`config.mk`:
```
export PLATFORM = sky130hd
export DESIGN_NAME = kick_cmd_decoder
export DESIGN_NICKNAME = d
export VERILOG_FILES = /design/src/rtl/kick_cmd_decoder_pkg.sv /design/src/rtl/kick_hold_timer.sv /design/src/rtl/kick_cmd_decoder.sv
export SDC_FILE = /design/constraint.sdc
export NUM_CORES = 1
export LEC_CHECK = 0
export ABC_AREA = 1
export BUFFER_PORTS_ARGS = -buffer_cell sky130_fd_sc_hd__buf_2
export CAP_MARGIN = 40
export CORE_ASPECT_RATIO = 0.7
export CORE_MARGIN = 1.5
export CORE_UTILIZATION = 45
export CTS_CLUSTER_SIZE = 8
export DETAILED_ROUTE_END_ITERATION = 8
export PLACE_DENSITY = 0.62
export SETUP_SLACK_MARGIN = 0.5
export SYNTH_ARGS = -nofsm -noshare
export SYNTH_HDL_FRONTEND = slang
export SYNTH_SLANG_ARGS = --single-unit
```
`constraint.sdc`:
```
create_clock -name clk -period 1.9 [get_ports clk]
set_input_delay 0.38 -clock clk [delete_from_list [all_inputs] [get_ports clk]]
set_output_delay 0.38 -clock clk [all_outputs]
set_load 0.01 [all_outputs]
```
`src/rtl/kick_cmd_decoder_pkg.sv`:
```
// Shared kicker definitions: decoder states, level width, header byte.
// Also holds the packet checksum helper used by the decoder.
package kick_cmd_decoder_pkg;

  localparam int KICK_LEVEL_W = 7;

  localparam logic [KICK_LEVEL_W-1:0] KICK_FULL = 7'h7F;
  localparam logic [KICK_LEVEL_W-1:0] KICK_NONE = 7'h00;

  localparam logic [7:0] DEFAULT_HEADER = 8'hA5;

  typedef enum logic [1:0] {
    IDLE    = 2'd0,
    GOT_HDR = 2'd1,
    GOT_LVL = 2'd2
  } state_e;

  function automatic logic [7:0] kick_csum(
    input logic [7:0]              hdr,
    input logic [KICK_LEVEL_W-1:0] lvl
  );
    return hdr ^ {1'b0, lvl};
  endfunction

endpackage

```
`src/rtl/kick_hold_timer.sv`:
```
// Load/decrement/expire counter; expire_o pulses the cycle after it hits 0.
// Ports: clk, rst_n, load_i (reload to CYCLES), expire_o (one-cycle pulse).
module kick_hold_timer #(
  parameter int unsigned CYCLES = 2500000
) (
  input  logic clk,
  input  logic rst_n,
  input  logic load_i,
  output logic expire_o
);

  localparam int unsigned CNT_W = $clog2(CYCLES + 1);

  logic [CNT_W-1:0] cnt_q;
  logic [CNT_W-1:0] cnt_d;
  logic             expire_q;
  logic             expire_d;

  always_comb begin
    cnt_d    = cnt_q;
    expire_d = 1'b0;
    if (load_i) begin
      cnt_d = CNT_W'(CYCLES);
    end else if (cnt_q != '0) begin
      cnt_d    = cnt_q - CNT_W'(1);
      // last decrement: flag expiry for the next cycle
      expire_d = (cnt_q == CNT_W'(1));
    end
  end

  always_ff @(posedge clk or negedge rst_n) begin
    if (!rst_n) begin
      cnt_q    <= '0;
      expire_q <= 1'b0;
    end else begin
      cnt_q    <= cnt_d;
      expire_q <= expire_d;
    end
  end

  assign expire_o = expire_q;

endmodule

```
`src/rtl/kick_cmd_decoder.sv`:
```
// Frames 3-byte kick packets (hdr, level, xor) from the rx byte stream.
// Ports: clk, rst_n, rx_valid/rx_data in; kick_level, kick_strobe, frame_err, busy out.
module kick_cmd_decoder
  import kick_cmd_decoder_pkg::*;
#(
  parameter logic [7:0]  HEADER         = DEFAULT_HEADER,
  parameter int unsigned TIMEOUT_CYCLES = 500000,
  parameter int unsigned HOLD_CYCLES    = 2500000
) (
  input  logic                    clk,
  input  logic                    rst_n,
  input  logic                    rx_valid,
  input  logic [7:0]              rx_data,
  output logic [KICK_LEVEL_W-1:0] kick_level,
  output logic                    kick_strobe,
  output logic                    frame_err,
  output logic                    busy
);

  localparam int unsigned TMO_W = $clog2(TIMEOUT_CYCLES + 1);

  state_e                  state_q;
  logic [KICK_LEVEL_W-1:0] level_q;
  logic [TMO_W-1:0]        tmo_q;
  logic [KICK_LEVEL_W-1:0] kick_level_q;
  logic                    kick_strobe_q;
  logic                    frame_err_q;
  logic                    busy_q;

  logic accept_d;
  logic csum_ok_d;
  logic tmo_hit_d;
  logic hold_expire;

  assign csum_ok_d = (rx_data == kick_csum(HEADER, level_q));
  assign accept_d  = (state_q == GOT_LVL) && rx_valid && csum_ok_d;
  // counter holds the idle cycles still allowed; 1 means this is the last
  assign tmo_hit_d = (tmo_q <= TMO_W'(1));

  kick_hold_timer #(
    .CYCLES (HOLD_CYCLES)
  ) u_hold (
    .clk      (clk),
    .rst_n    (rst_n),
    .load_i   (accept_d),
    .expire_o (hold_expire)
  );

  always_ff @(posedge clk or negedge rst_n) begin
    if (!rst_n) begin
      state_q       <= IDLE;
      level_q       <= '0;
      tmo_q         <= '0;
      kick_level_q  <= '0;
      kick_strobe_q <= 1'b0;
      frame_err_q   <= 1'b0;
      busy_q        <= 1'b0;
    end else begin
      kick_strobe_q <= 1'b0;
      frame_err_q   <= 1'b0;
      // an accept below overrides this clear
      if (hold_expire) begin
        kick_level_q <= KICK_NONE;
      end
      unique case (state_q)
        IDLE: begin
          tmo_q <= '0;
          if (rx_valid && rx_data == HEADER) begin
            state_q <= GOT_HDR;
            busy_q  <= 1'b1;
            tmo_q   <= TMO_W'(TIMEOUT_CYCLES);
          end
        end
        GOT_HDR: begin
          if (rx_valid) begin
            if (!rx_data[7]) begin
              level_q <= rx_data[KICK_LEVEL_W-1:0];
              state_q <= GOT_LVL;
              tmo_q   <= TMO_W'(TIMEOUT_CYCLES);
            end else begin
              frame_err_q <= 1'b1;
              if (rx_data == HEADER) begin
                // resync on a fresh header
                tmo_q <= TMO_W'(TIMEOUT_CYCLES);
              end else begin
                state_q <= IDLE;
                busy_q  <= 1'b0;
                tmo_q   <= '0;
              end
            end
          end else if (tmo_hit_d) begin
            frame_err_q <= 1'b1;
            state_q     <= IDLE;
            busy_q      <= 1'b0;
            tmo_q       <= '0;
          end else begin
            tmo_q <= tmo_q - TMO_W'(1);
          end
        end
        GOT_LVL: begin
          if (rx_valid) begin
            if (csum_ok_d) begin
              kick_level_q  <= level_q;
              kick_strobe_q <= 1'b1;
            end else begin
              frame_err_q <= 1'b1;
            end
            state_q <= IDLE;
            busy_q  <= 1'b0;
            tmo_q   <= '0;
          end else if (tmo_hit_d) begin
            frame_err_q <= 1'b1;
            state_q     <= IDLE;
            busy_q      <= 1'b0;
            tmo_q       <= '0;
          end else begin
            tmo_q <= tmo_q - TMO_W'(1);
          end
        end
        default: begin
          state_q <= IDLE;
          busy_q  <= 1'b0;
          tmo_q   <= '0;
        end
      endcase
    end
  end

  assign kick_level  = kick_level_q;
  assign kick_strobe = kick_strobe_q;
  assign frame_err   = frame_err_q;
  assign busy        = busy_q;

endmodule

```
After elaboration in Yosys (flattened, before gate mapping):

Index checks and enable logic that the tools add are counted.

* bits in registers: 61
* input port bits: 11
* output and inout port bits: 10
* word-level logic and storage cells: 70

* add/sub/neg operators: 2
* $lt $le $gt $ge: 1
* equality and inequality tests: 9
* multiplexer cells: 38
* bitwise gates (word level): 2
* reductions and logical operators: 9

Operators by type and width (count)
* 19-bit 2-to-1 mux: 6
* 19-bit case mux with 3 select lines: 1
* 22-bit 2-to-1 mux: 2
* 7-bit 2-to-1 mux: 4
* 22-bit by 1-bit equality test with 1-bit output, second input constant: 1
* 22-bit nonzero test: 1
* 22-bit by 1-bit subtractor with 22-bit output, second input constant: 1
* 19-bit by 1-bit <= comparator with 1-bit output, second input constant: 1
* 19-bit by 1-bit subtractor with 19-bit output, second input constant: 1
* 1-bit 2-to-1 mux: 16
* 2-bit 2-to-1 mux: 6
* 8-bit equality test: 1
* 8-bit equality test, second input constant: 1
* 3-bit inequality test, second input constant: 2
* 2-bit case mux with 3 select lines: 1
* 3-bit AND reduction: 2
* 4-bit inequality test, second input constant: 1
* 3-bit NOT with 4-bit output: 1
* 1-bit logical AND: 3
* 1-bit case mux with 3 select lines: 1
* 2-bit by 1-bit equality test with 1-bit output, second input constant: 1
* 2-bit equality test, second input constant: 1
* 2-bit logical NOT: 1
* 2-bit inequality test, second input constant: 1
* 4 further kinds: 4

Depth between registers and ports, before layout:

* depth in word-level cells: 5
* mapped depth: 11
* mapped depth without buffers: 11

Cells and area by module:

From an unflattened synthesis, not the netlist that was laid out.

* cells, all modules: 469
* area, all modules: 3678.5 µm²

By module, submodules not included
* kick_cmd_decoder: times used 1, cells each 276, area an instance 2197.1 µm², seq. area each 950.9 µm²
* kick_hold_timer: times used 1, cells each 193, area an instance 1481.4 µm², seq. area each 575.6 µm²

Worst setup path after synthesis:

OpenSTA, ideal clock, no wires.

* path type: reg2reg
* from: register u_hold.cnt_q[0]
* to: register u_hold.cnt_q[5]
* setup time: 119 ps
* data arrival time: 1533 ps
* required time: 1781 ps
* slack: 248 ps
* cell stages (with the launch flop): 10
* path buffers: 1
* clock period less this slack: 1652 ps
* path through: dfrtp_1 > inv_1 > ha_1 > nand2_4 > nor2_4 > nand2_2 > nor2_4 > nand2_2 > buf_6 > o21a_1

* cells in the longest elaborated chain, start to end: 3
* elaborated cells between the ends (all ways): 5
* classes of those cells: add/sub (1); mux (2); reduce/logical (2)

RTL lines
* from (decl): RTL line kick_hold_timer.sv:14 `logic [CNT_W-1:0] cnt_q;`
* from (signal assigned): RTL line kick_hold_timer.sv:36 `cnt_q <= cnt_d;`
* 22-bit by 1-bit subtractor with 22-bit output: RTL line kick_hold_timer.sv:25 `cnt_d = cnt_q - CNT_W'(1);`
* 22-bit 2-to-1 mux: RTL line kick_hold_timer.sv:24 `end else if (cnt_q != '0) begin`
* 22-bit 2-to-1 mux: RTL line kick_hold_timer.sv:22 `if (load_i) begin`

Parallel ways exist; a longest one is shown, timed or not. The select of a mux whose other input is x is not followed.
A chain may end at the register's enable or synchronous reset.

Final worst setup path:

* from: register tmo_q[11]
* to: register state_q[1]

* cells in the longest elaborated chain, start to end: 4
* elaborated cells between the ends (all ways): 5
* classes of those cells: order compare (1); mux (4)

RTL lines
* from (decl): RTL line kick_cmd_decoder.sv:24 `logic [TMO_W-1:0] tmo_q;`
* from (signal assigned): RTL line kick_cmd_decoder.sv:71 `tmo_q <= TMO_W'(TIMEOUT_CYCLES);`
* from (signal assigned): RTL line kick_cmd_decoder.sv:79 `tmo_q <= TMO_W'(TIMEOUT_CYCLES);`
* from (signal assigned): RTL line kick_cmd_decoder.sv:84 `tmo_q <= TMO_W'(TIMEOUT_CYCLES);`
* 19-bit by 1-bit <= comparator with 1-bit output (*): RTL line kick_cmd_decoder.sv:38 `assign tmo_hit_d = (tmo_q <= TMO_W'(1));`
* 2-bit 2-to-1 mux (*)
* 2-bit 2-to-1 mux, on equally long branches
* 2-bit case mux with 3 select lines (*)
* to (signal assigned): RTL line kick_cmd_decoder.sv:51 `state_q <= IDLE;`
* to (signal assigned): RTL line kick_cmd_decoder.sv:69 `state_q <= GOT_HDR;`
* to (signal assigned): RTL line kick_cmd_decoder.sv:78 `state_q <= GOT_LVL;`
* to (decl): RTL line kick_cmd_decoder.sv:22 `state_e state_q;`

Mark *: on every way between the ends. The rest lies on a longest branch, timed or not.

==> flow_metrics.tcl <==
set metrics [dict create \
    synthArstFlopShare 1.00 \
    syn-instance-count 468 \
    layout-area-overhead-vs-synth_pct 47.7 \
    final_cells 676 \
    drtIter0Drc 359 \
    synth_largest_type_area_fraction 0.428 \
    detailroute.via_count 3604 \
    power.density_cell_area_nw_per_um2 1750 \
    antennaDiodeCount 0 \
    cp.required_ns 2.12 \
    setup_viol 0 \
    core-area_um2 7480 \
    synth.avg_cell_area_um2 7.61 \
    power.leakage_nw 2.51 \
    yosys-top-cells-count "124 x nand2_1, 86 x nor2_1, 61 x dfrtp_1" \
    critical_path.endpoint_type "flip-flop" \
    worst_pin_slew_ns 0.357 \
    ir_worst_vdd_mv 1.08 \
    share_of_the_cycle_needed_by_the_critical_path_after_routing 0.847 \
    cts_tree "yes" \
    die_h_um 77.5 \
    synth.largest_area_cell "dfrtp_1" \
    clockRootBuffer "clkbuf_16" \
    outcome "completed" \
    clock_insertion_delay_worst_skew_ns 0.33 \
    drive_above_1_share 0.462 \
    max_clock_freq_mhz 622 \
    ant_nets 0 \
    hold_violations 0 \
    mappedNetlistArea_um2 3560 \
    synth_flop_cell "dfrtp_1" \
    globalRoute.totalOverflow 0 \
    r2r_start "tmo_q[11]" \
    synth.most_common_cell "nand2_1" \
    detail_route.wirelength_um 11100 \
    drc 0 \
    cts_inserted_buffers 9 \
    first_global_vias 3271 \
    antenna_found_initial 0 \
    die_width_um 109 \
    postCtsHoldBufs 0 \
    htree_num_levels 3 \
    start_util 0.476 \
    area_enclosed_by_the_die_boundary_um2 8470 \
    max_cap_violations 0 \
    postSynthNetCount 487 \
    yosys.cell_types.count 29 \
    detailed_place_hpwl_um 6090 \
    crit_start "tmo_q[11]" \
    n_fill_cell 524 \
    maximum_number_of_pins_on_one_net_before_global_route_repair 62 \
    path_max_fanout 4 \
    first_pass_iters 5 \
    max-clock-path-buffers 2 \
    drt-vias-per-instance 5.33 \
    place.port_buffers 20 \
    classification_of_the_worst_setup_path "reg2reg" \
    period_needed_ns 1.61 \
    report.final.slew_viol_count 0 \
    finalNetCount 592 \
    numClockSinks 61 \
    setup_tns_ns 0 \
    unrepaired_setup_endpoints_after_global_routing "true" \
    place.gp.congestion 0.935 \
    groute.usage.overall 0.251 \
    count_of_yosys_warnings_during_synthesis 0 \
    grt_pass1_wl_um 16300 \
    clk_transition_reported_paths_ns 0.06 \
    worst_clock_skew_ns 0.00800 \
    synth.top_cells.by_area "dfrtp_1 43%, nand2_1 13%, nor2_1 9.1%" \
    worst_hold_check_path_type "in2async" \
    cp.arrival_ns 1.83 \
    design.portCount 21 \
    timing.critical_path.from_type "flip-flop" \
    synth_seq_area_share 0.428 \
    fp-row-count 26 \
    maxSlewHeadroom 0.762 \
    register_bit_count_reported_by_yosys 61 \
    post_synth_edffs 0 \
    routedWlPerCell_um 16.5 \
    post-place-cells 592 \
]
[cell families (layout without fill, tap and decap cells)]
logic type	count (synthesis)	count (layout)	share of synthesized area
compound gates	25	25	0.0369
xor+xnor	30	30	0.0737
fa+ha+maj	8	8	0.0281
buf+inv	54	164	0.0628
flops	61	61	0.428
simple gates	290	290	0.370
[power breakdown]
| group | internal, mW | switching (mW) | total (mW) |
|---|---|---|---|
| Clock | 1.06 | 0.654 | 1.72 |
| Sequential | 1.68 | 0.471 | 2.15 |
| Combinational | 2.44 | 2.89 | 5.33 |
[repair_timing]
item	CTS	global route
buffers inserted	44	24
setup endpoints to repair	60	61
pin swaps	34	39
resized for setup	72	115
[cells in the final DEF, fill, tap and decap left out, drive strengths merged, types with 4 or more instances in the layout]
cell    netlist  routed
xor2         16      16
xnor2        14      14
inv          48      50
ha            8       8
nand3b        5       5
nand4         8       8
a21oi        12      12
dfrtp        61      61
clkbuf        1      10
buf           5     100
nor2         99      99
nand3        40      40
nor3          6       6
nand2       127     127
or2           4       4
o21ai        10      10
[layer usage]
metal  vias up  track usage  wire length [um]
met3        20       0.0504               749
met5         -            0                 0
met1      1743        0.366              5070
met4         0       0.0779               202
met2       163        0.371              5120
li1       1678            -                 -
[state kept, by name, summed over array words and instances (netlist names)]
signal / flops
u_hold.cnt_q: 22
tmo_q: 19
kick_level: 7
level_q: 7
state_q: 2
busy: 1
frame_err: 1
kick_strobe: 1
u_hold.expire_o: 1
[path summary, 6_finish.rpt]
| kind | to | slack (ns) | cells past startpoint |
|---|---|---|---|
| min reg2reg | busy | 0.47 | 2 |
| max | state_q[1] | 0.29 | 9 |
| max reg2reg | state_q[1] | 0.29 | 9 |
| max in group asynchronous | state_q[0] | 1.54 | 2 |
| min | tmo_q[1] | 0.02 | 2 |
| min in group clk | level_q[0] | 0.31 | 3 |
[cell type report]
type | count | area [um^2] | share of cell area
Sequential cell | 61 | 1550 | 0.294
Tap cell | 98 | 123 | 0.0233
Timing Repair Buffer | 100 | 785 | 0.149
Multi-Input combinational cell | 353 | 2290 | 0.436
Inverter | 48 | 208 | 0.0395
Clock inverter | 6 | 70.1 | 0.0133
Clock buffer | 10 | 239 | 0.0454
[per-stage QoR]
stage,utilization,area (um^2),hold WS (ns),setup slack [ns],power (mW)
2_1_floorplan,-,3580,0.0844,0.444,4.05
3_3_place_gp,0.516,3860,0.414,0.232,4.73
3_5_place_dp,0.516,3860,0.420,0.192,4.76
4_1_cts,0.632,4730,0.0636,0.423,7.56
5_1_grt,0.704,5260,0.0736,0.237,9.64
6_report,0.704,5260,0.0188,0.292,9.20
[critical path: stages, from the launching register on]
cell and delay (ns):
dfrtp_1 0.45, nor2_2 0.18, nand2_2 0.11, nor2_4 0.16
nand3_4 0.13, nand4_1 0.14, buf_4 0.15, nand2_2 0.05
nand2_1 0.06, nand2_1 0.07
Power figures use the tool's default switching activity.
